===== config.mk =====
export PLATFORM = sky130hd
export DESIGN_NAME = ad7476a_sample_averager
export DESIGN_NICKNAME = d
export VERILOG_FILES = /design/src/rtl/ad7476a_sample_averager.sv
export SDC_FILE = /design/constraint.sdc
export NUM_CORES = 1
export LEC_CHECK = 0
export ABC_CLOCK_PERIOD_IN_PS = 5600
export BUFFER_PORTS_ARGS = -buffer_cell sky130_fd_sc_hd__buf_2
export CAP_MARGIN = 20
export CORE_ASPECT_RATIO = 1.2
export CORE_MARGIN = 1
export CORE_UTILIZATION = 50
export CTS_CLUSTER_SIZE = 8
export DETAILED_ROUTE_END_ITERATION = 6
export GPL_ROUTABILITY_DRIVEN = 1
export GPL_TIMING_DRIVEN = 0
export PLACE_DENSITY = 0.76
export REMOVE_ABC_BUFFERS = 1
export SLEW_MARGIN = 15
export SYNTH_ARGS = -nofsm -noshare
export SYNTH_HDL_FRONTEND = slang
export SYNTH_SLANG_ARGS = --single-unit

===== constraint.sdc =====
create_clock -name clk_i -period 5.6 [get_ports clk_i]
set_input_delay 1.4 -clock clk_i [delete_from_list [all_inputs] [get_ports clk_i]]
set_output_delay 1.4 -clock clk_i [all_outputs]
set_load 0.01 [all_outputs]

===== src/rtl/ad7476a_sample_averager.sv =====
// ad7476a_sample_averager: paces ADC conversion requests and streams the rounded mean of 2**AVG_LOG2 samples
module ad7476a_sample_averager #(
  parameter int CLK_FREQ_HZ    = 100000000,
  parameter int SAMPLE_RATE_HZ = 1000000,
  parameter int AVG_LOG2       = 2
) (
  input  logic        clk_i,
  input  logic        rst_n_i,
  input  logic        enable_i,
  input  logic        clear_i,
  output logic        request_o,
  input  logic [11:0] adc_data_i,
  input  logic        adc_valid_i,
  output logic [11:0] avg_data_o,
  output logic        avg_valid_o,
  input  logic        avg_ready_i,
  output logic        late_o,
  output logic        overrun_o
);
  localparam int PERIOD = CLK_FREQ_HZ / SAMPLE_RATE_HZ;
  localparam int TW     = $clog2(PERIOD < 2 ? 2 : PERIOD);
  localparam int CW     = AVG_LOG2 > 0 ? AVG_LOG2 : 1;
  localparam int AW     = 12 + AVG_LOG2;
  localparam int RND    = (1 << AVG_LOG2) >> 1;

  if (PERIOD < 2 || AVG_LOG2 > 8) begin : g_param_check
    $error("ad7476a_sample_averager: PERIOD must be >= 2 and AVG_LOG2 <= 8");
  end

  typedef enum logic [1:0] {IDLE, RUN, BUSY} state_t;

  state_t          state_q, state_d;
  logic [TW-1:0]   timer_q, timer_d;
  logic [CW-1:0]   cnt_q, cnt_d;
  logic [AW-1:0]   acc_q, acc_d, sum;
  logic [AW:0]     rounded;
  logic [11:0]     data_q, data_d;
  logic            valid_q, valid_d, late_q, late_d, ovr_q, ovr_d;
  logic            tick, take, done, load;

  always_comb begin
    tick    = timer_q == '0;
    take    = state_q == BUSY && adc_valid_i && enable_i;
    done    = take && cnt_q == CW'((1 << AVG_LOG2) - 1);
    sum     = acc_q + AW'(adc_data_i);
    rounded = (AW+1)'(sum) + (AW+1)'(RND);
    load    = done && (!valid_q || avg_ready_i);
    state_d = !enable_i             ? IDLE :
              state_q == IDLE       ? RUN  :
              take                  ? RUN  :
              state_q == RUN && tick ? BUSY : state_q;
    // The schedule free-runs from entry into RUN; a late conversion never shifts it.
    timer_d = state_q == IDLE || timer_q == TW'(PERIOD - 1) ? '0 : timer_q + 1'b1;
    acc_d   = !enable_i || done ? '0 : take ? sum : acc_q;
    cnt_d   = !enable_i || done ? '0 : take ? cnt_q + 1'b1 : cnt_q;
    data_d  = load ? 12'(rounded >> AVG_LOG2) : data_q;
    valid_d = load || (valid_q && !avg_ready_i);
    late_d  = (state_q == BUSY && tick) || (late_q && !clear_i);
    ovr_d   = (done && !load) || (ovr_q && !clear_i);
  end

  always_ff @(posedge clk_i or negedge rst_n_i) begin
    if (!rst_n_i) begin
      state_q <= IDLE;
      timer_q <= '0;
      cnt_q   <= '0;
      acc_q   <= '0;
      data_q  <= '0;
      valid_q <= 1'b0;
      late_q  <= 1'b0;
      ovr_q   <= 1'b0;
    end else begin
      state_q <= state_d;
      timer_q <= timer_d;
      cnt_q   <= cnt_d;
      acc_q   <= acc_d;
      data_q  <= data_d;
      valid_q <= valid_d;
      late_q  <= late_d;
      ovr_q   <= ovr_d;
    end
  end

  assign request_o   = state_q == RUN && tick;
  assign avg_data_o  = data_q;
  assign avg_valid_o = valid_q;
  assign late_o      = late_q;
  assign overrun_o   = ovr_q;
endmodule


* After elaboration in Yosys (flattened, before gate mapping)
Cells that the tools add are included.
** Operators by class
- Reduce and logical (&&, ||, !) cells :: 24
- Equality and inequality tests :: 5
- Add/sub/neg operators :: 4
- Multiplexer cells :: 9
** Operators with widths (count)
- 14-bit 2-to-1 mux :: 2
- 14-bit by 12-bit adder with 14-bit output :: 1
- 14-bit by 2-bit adder with 14-bit output (second input constant) :: 1
- 2-bit 2-to-1 mux :: 6
- 1-bit logical AND :: 10
- 7-bit by 1-bit adder with 7-bit output (second input constant) :: 1
- 7-bit equality test (second input constant) :: 1
- 7-bit zero test :: 1
- 7-bit 2-to-1 mux :: 1
- 1-bit logical OR :: 6
- 1-bit zero test :: 5
- 2-bit equality test (second input constant) :: 2
- 4-bit by 1-bit inequality test with 1-bit output (second input constant) :: 1
- 2-bit by 1-bit adder with 2-bit output (second input constant) :: 1
- 2-bit by 1-bit equality test with 1-bit output (second input constant) :: 1
- 2-bit zero test :: 1
- 2-bit nonzero test :: 1
** Word-level totals
- Register bits after elaboration :: 40
- Logic and storage cells :: 50

* Logic depth before layout (Yosys ltp)
- Depth after elaboration :: 8
- Gate-level depth with buffers :: 10
- Depth with buffers taken out :: 10

* Worst setup path before layout
No wires, ideal clock.
- Kind :: input to register
- From :: in adc_data_i[0]
- To :: reg data_q[8] (netlist: avg_data_o[8])
- Slack :: 1638 ps
- Data arrival time :: 3832 ps
- Required time :: 5470 ps
- Stages on the path :: 10
- Cell sequence :: ha_1 -> fa_1 -> a21o_1 -> a221oi_2 -> xnor2_2 -> inv_1 -> or4_4 -> or3_1 -> xnor2_1 -> o21ai_1
** Between the ends
- Longest elaborated chain between the ends :: 2
** RTL lines
- start, declared :: line 12 : input logic [11:0] adc_data_i,
- 14-bit by 12-bit adder with 14-bit output :: line 45 : sum = acc_q + AW'(adc_data_i);
- 14-bit by 2-bit adder with 14-bit output :: line 46 : rounded = (AW+1)'(sum) + (AW+1)'(RND);
- end signal, assigned :: line 77 : data_q <= data_d;
- end, declared :: line 37 : logic [11:0] data_q, data_d;
No other way between the ends.
A chain may end at the register's enable or synchronous reset.

* Worst setup path in the final report
Same ends and word-level chain as after synthesis.

==> metrics.cfg <==
[status]
status=finished, final reports clean

[hold_path]
worstHoldStart=timer_q[0]$_DFF_PN0_
timing.hold.worst.class=register to register

[floorplan]
die_h_um=77.06
dieArea_mm2=0.004974
core_mm2=0.004392
io_pins=34
fp-row-count=26
initial_core_util=0.5345
die_x_um=64.55

[synth]
ys_seq_elements=40
yosys_warnings=0
synth-xor-area-share=0.1071
synth.top_cell.area_share=0.4264
synth_edf_count=0
synthMuxAreaShare=0.004797
syn_avg_cell_area_um2=9.699
synthTopCellsByArea=dfrtp_1 (43%), ha_1 (8.5%), xnor2_1 (6.0%), nand2_1 (5.4%), o21ai_0 (4.1%)
netlist_instances=242
synth_seq_area_share=0.4264
synth_top_area_cell=dfrtp_1
synth_top_family_by_area=simple AND/OR/NAND/NOR gates
synth_adder_area_share=0.09382
synth-async-reset-ratio=1.000
synth-simple-area-share=0.1770
ys_top_cells_by_count=dfrtp_1 (40), nand2_1 (34), o21ai_0 (19)
synth_flop_cell=dfrtp_1
synthesis.area_mm2=0.002347
synth-compound-area-share=0.1716
synth.most_common_cell=dfrtp_1
synth_cell_types=44

[timing]
final.min_clock_period_ps=3942
layout_setup_ws_ps=1658
rsz0062_at_grt=no
post-route-period-util=0.7040
clock_skew_ps=7.902
maxSlewHeadroom=0.4315
maxSlewViolCount=0
final-hold-violation-count=0
worst_pin_slew_ps=852.8
timing.setup.tns_ps=0
max_freq_mhz=253.7
setup_viol=0
hold_ws_ps=473.7

[route]
remaining_drc_errors=0
via_per_inst=5.355
drt-initial-drc-count=120
drt.antenna.violating_nets=0
wl_per_cell_um=13.10
wl_mm=4.390
drt-pass1-iter-count=4
vias=1794

[setup_path]
start_kind=input pin
worst-path-max-fanout=3
r2r_start=acc_q[0]$_DFFE_PN0P_
crit_arrival_ps=4090
critPathCaptureType=register
required_ps=5750
setup.worst_path.class=input pin to register
startpoint=adc_data_i[0]

[clock_network]
clockBufferDepth=2
clk_latency_ps=290
hold_buffers=0
root_buffer=clkbuf_8
cts_setup_buffers=0
tritoncts=done
clkSlewWorstSetupHoldPaths_ps=80
cts.sinks=40
cts_buffers=5
cts_resized=0
h-tree-depth=2

[pwr]
p_sw_mw=0.2312
power.leakage_nw=1.301
p_int_mw=0.5222
vdd_drop_max_mv=0.1200
p_per_area_mw_per_mm2=281.1
power.share.combinational=0.256
power_frac_seq=0.438
switching_share=0.3069
power_mw=0.7534
clockPowerShare=0.306

[placement]
port_buffers=33
pre_cts_ws_ps=1320
dpl.hpwl_mm=3.296
place_area_mm2=0.002567
placed_cells=327
gp_congestion=0.7643

[final_layout]
n_fill_cell=396
final_cells=335
finalNetCount=313
antenna_cells=0
fin_area_mm2=0.002680
fin_util=0.6103
drive_gt1_frac=0.1935
area_growth_pct=14.18

[global_routing]
grt_use_total=0.1978
grt_pass1_wl_mm=7.645
grtUsageMet1=0.2400
overflow=0
grt_start_max_net_pins=41
antenna_found_initial=0
met3_usage=0.03869
grt_pass1_vias=1796
met2_usage=0.3379
top_usage_layer=met2

[flow_run]
drv_cap=0

-- power by group through the flow --
stage	combinational, mW	sequential, mW	clock, mW
after floorplan	0.144	0.333	0
after global placement	0.191	0.335	0
after detailed placement	0.193	0.335	0
after CTS	0.194	0.330	0.236
after global routing	0.220	0.333	0.248
final	0.193	0.330	0.230
-- final cells by class --
type,instances,area [µm²],share of cell area
Clock buffer,6,72.57,0.02708
Sequential cell,40,1001,0.3735
Tap cell,56,70.07,0.02614
Multi-Input combinational cell,190,1306,0.4874
Inverter,8,30.03,0.01120
Clock inverter,2,35.03,0.01307
Timing Repair Buffer,33,165.2,0.06162
-- path summary, 6_finish.rpt --
path	endpoint	slack [ps]	depth (start not counted)
worst min register to register	timer_q[0]$_DFF_PN0_	470	1
min in group asynchronous	timer_q[4]$_DFF_PN0_	1210	1
worst max register to register	avg_data_o[8]$_DFFE_PN0P_	2470	10
max in group asynchronous	acc_q[6]$_DFFE_PN0P_	3850	1
worst max-delay path	avg_data_o[8]$_DFFE_PN0P_	1660	11
worst min-delay path	timer_q[0]$_DFF_PN0_	470	1
-- registers in the layout, summed over array words and instances, names as in the netlist --
signal and count:
acc_q 14, avg_data_o 12, timer_q 7, cnt_q 2, state_q 2, avg_valid_o 1, late_o 1, overrun_o 1
-- worst max-delay path, stage by stage --
cell and delay (ps):
buf_2 100, ha_1 220, fa_1 400, a21o_1 200
a221oi_2 400, xnor2_2 190, inv_1 80, or4_4 550
or3_1 340, xnor2_1 140, o21ai_1 70
-- cell usage in the layout, fill, tap and decap left out, types with 2 or more instances in the layout --
cell type and instances:
xnor2_1 16, buf_2 33, clkbuf_8 5, a21boi_0 2, nor3b_2 2, or2_2 2
a22o_1 8, nand4_1 6, and2_1 3, o21ai_1 8, nor3_1 3, or3_1 3
o21ai_0 19, nand2_1 34, and3_1 3, xnor2_2 2, xor2_1 9, ha_1 16
inv_1 8, nor2_1 16, nand3_1 4, dfrtp_1 40, nand2b_1 3, o211ai_1 2
a21o_1 3, a21oi_1 8
-- logic make-up (layout without fill, tap and decap cells) --
family,after synthesis,count (layout)
compound gates,61,61
xor+xnor,27,27
fa+ha+maj,17,17
buf+inv,12,49
flops,40,40
mux,1,1
simple gates,84,84
-- per-layer routing --
| metal | vias to the layer above | wire length, µm |
|---|---|---|
| li1 | 930 | - |
| met1 | 828 | 1991 |
| met2 | 31 | 2178 |
| met3 | 5 | 149 |
| met4 | 0 | 70 |
| met5 | - | 0 |
Power figures use the tool's default switching activity.
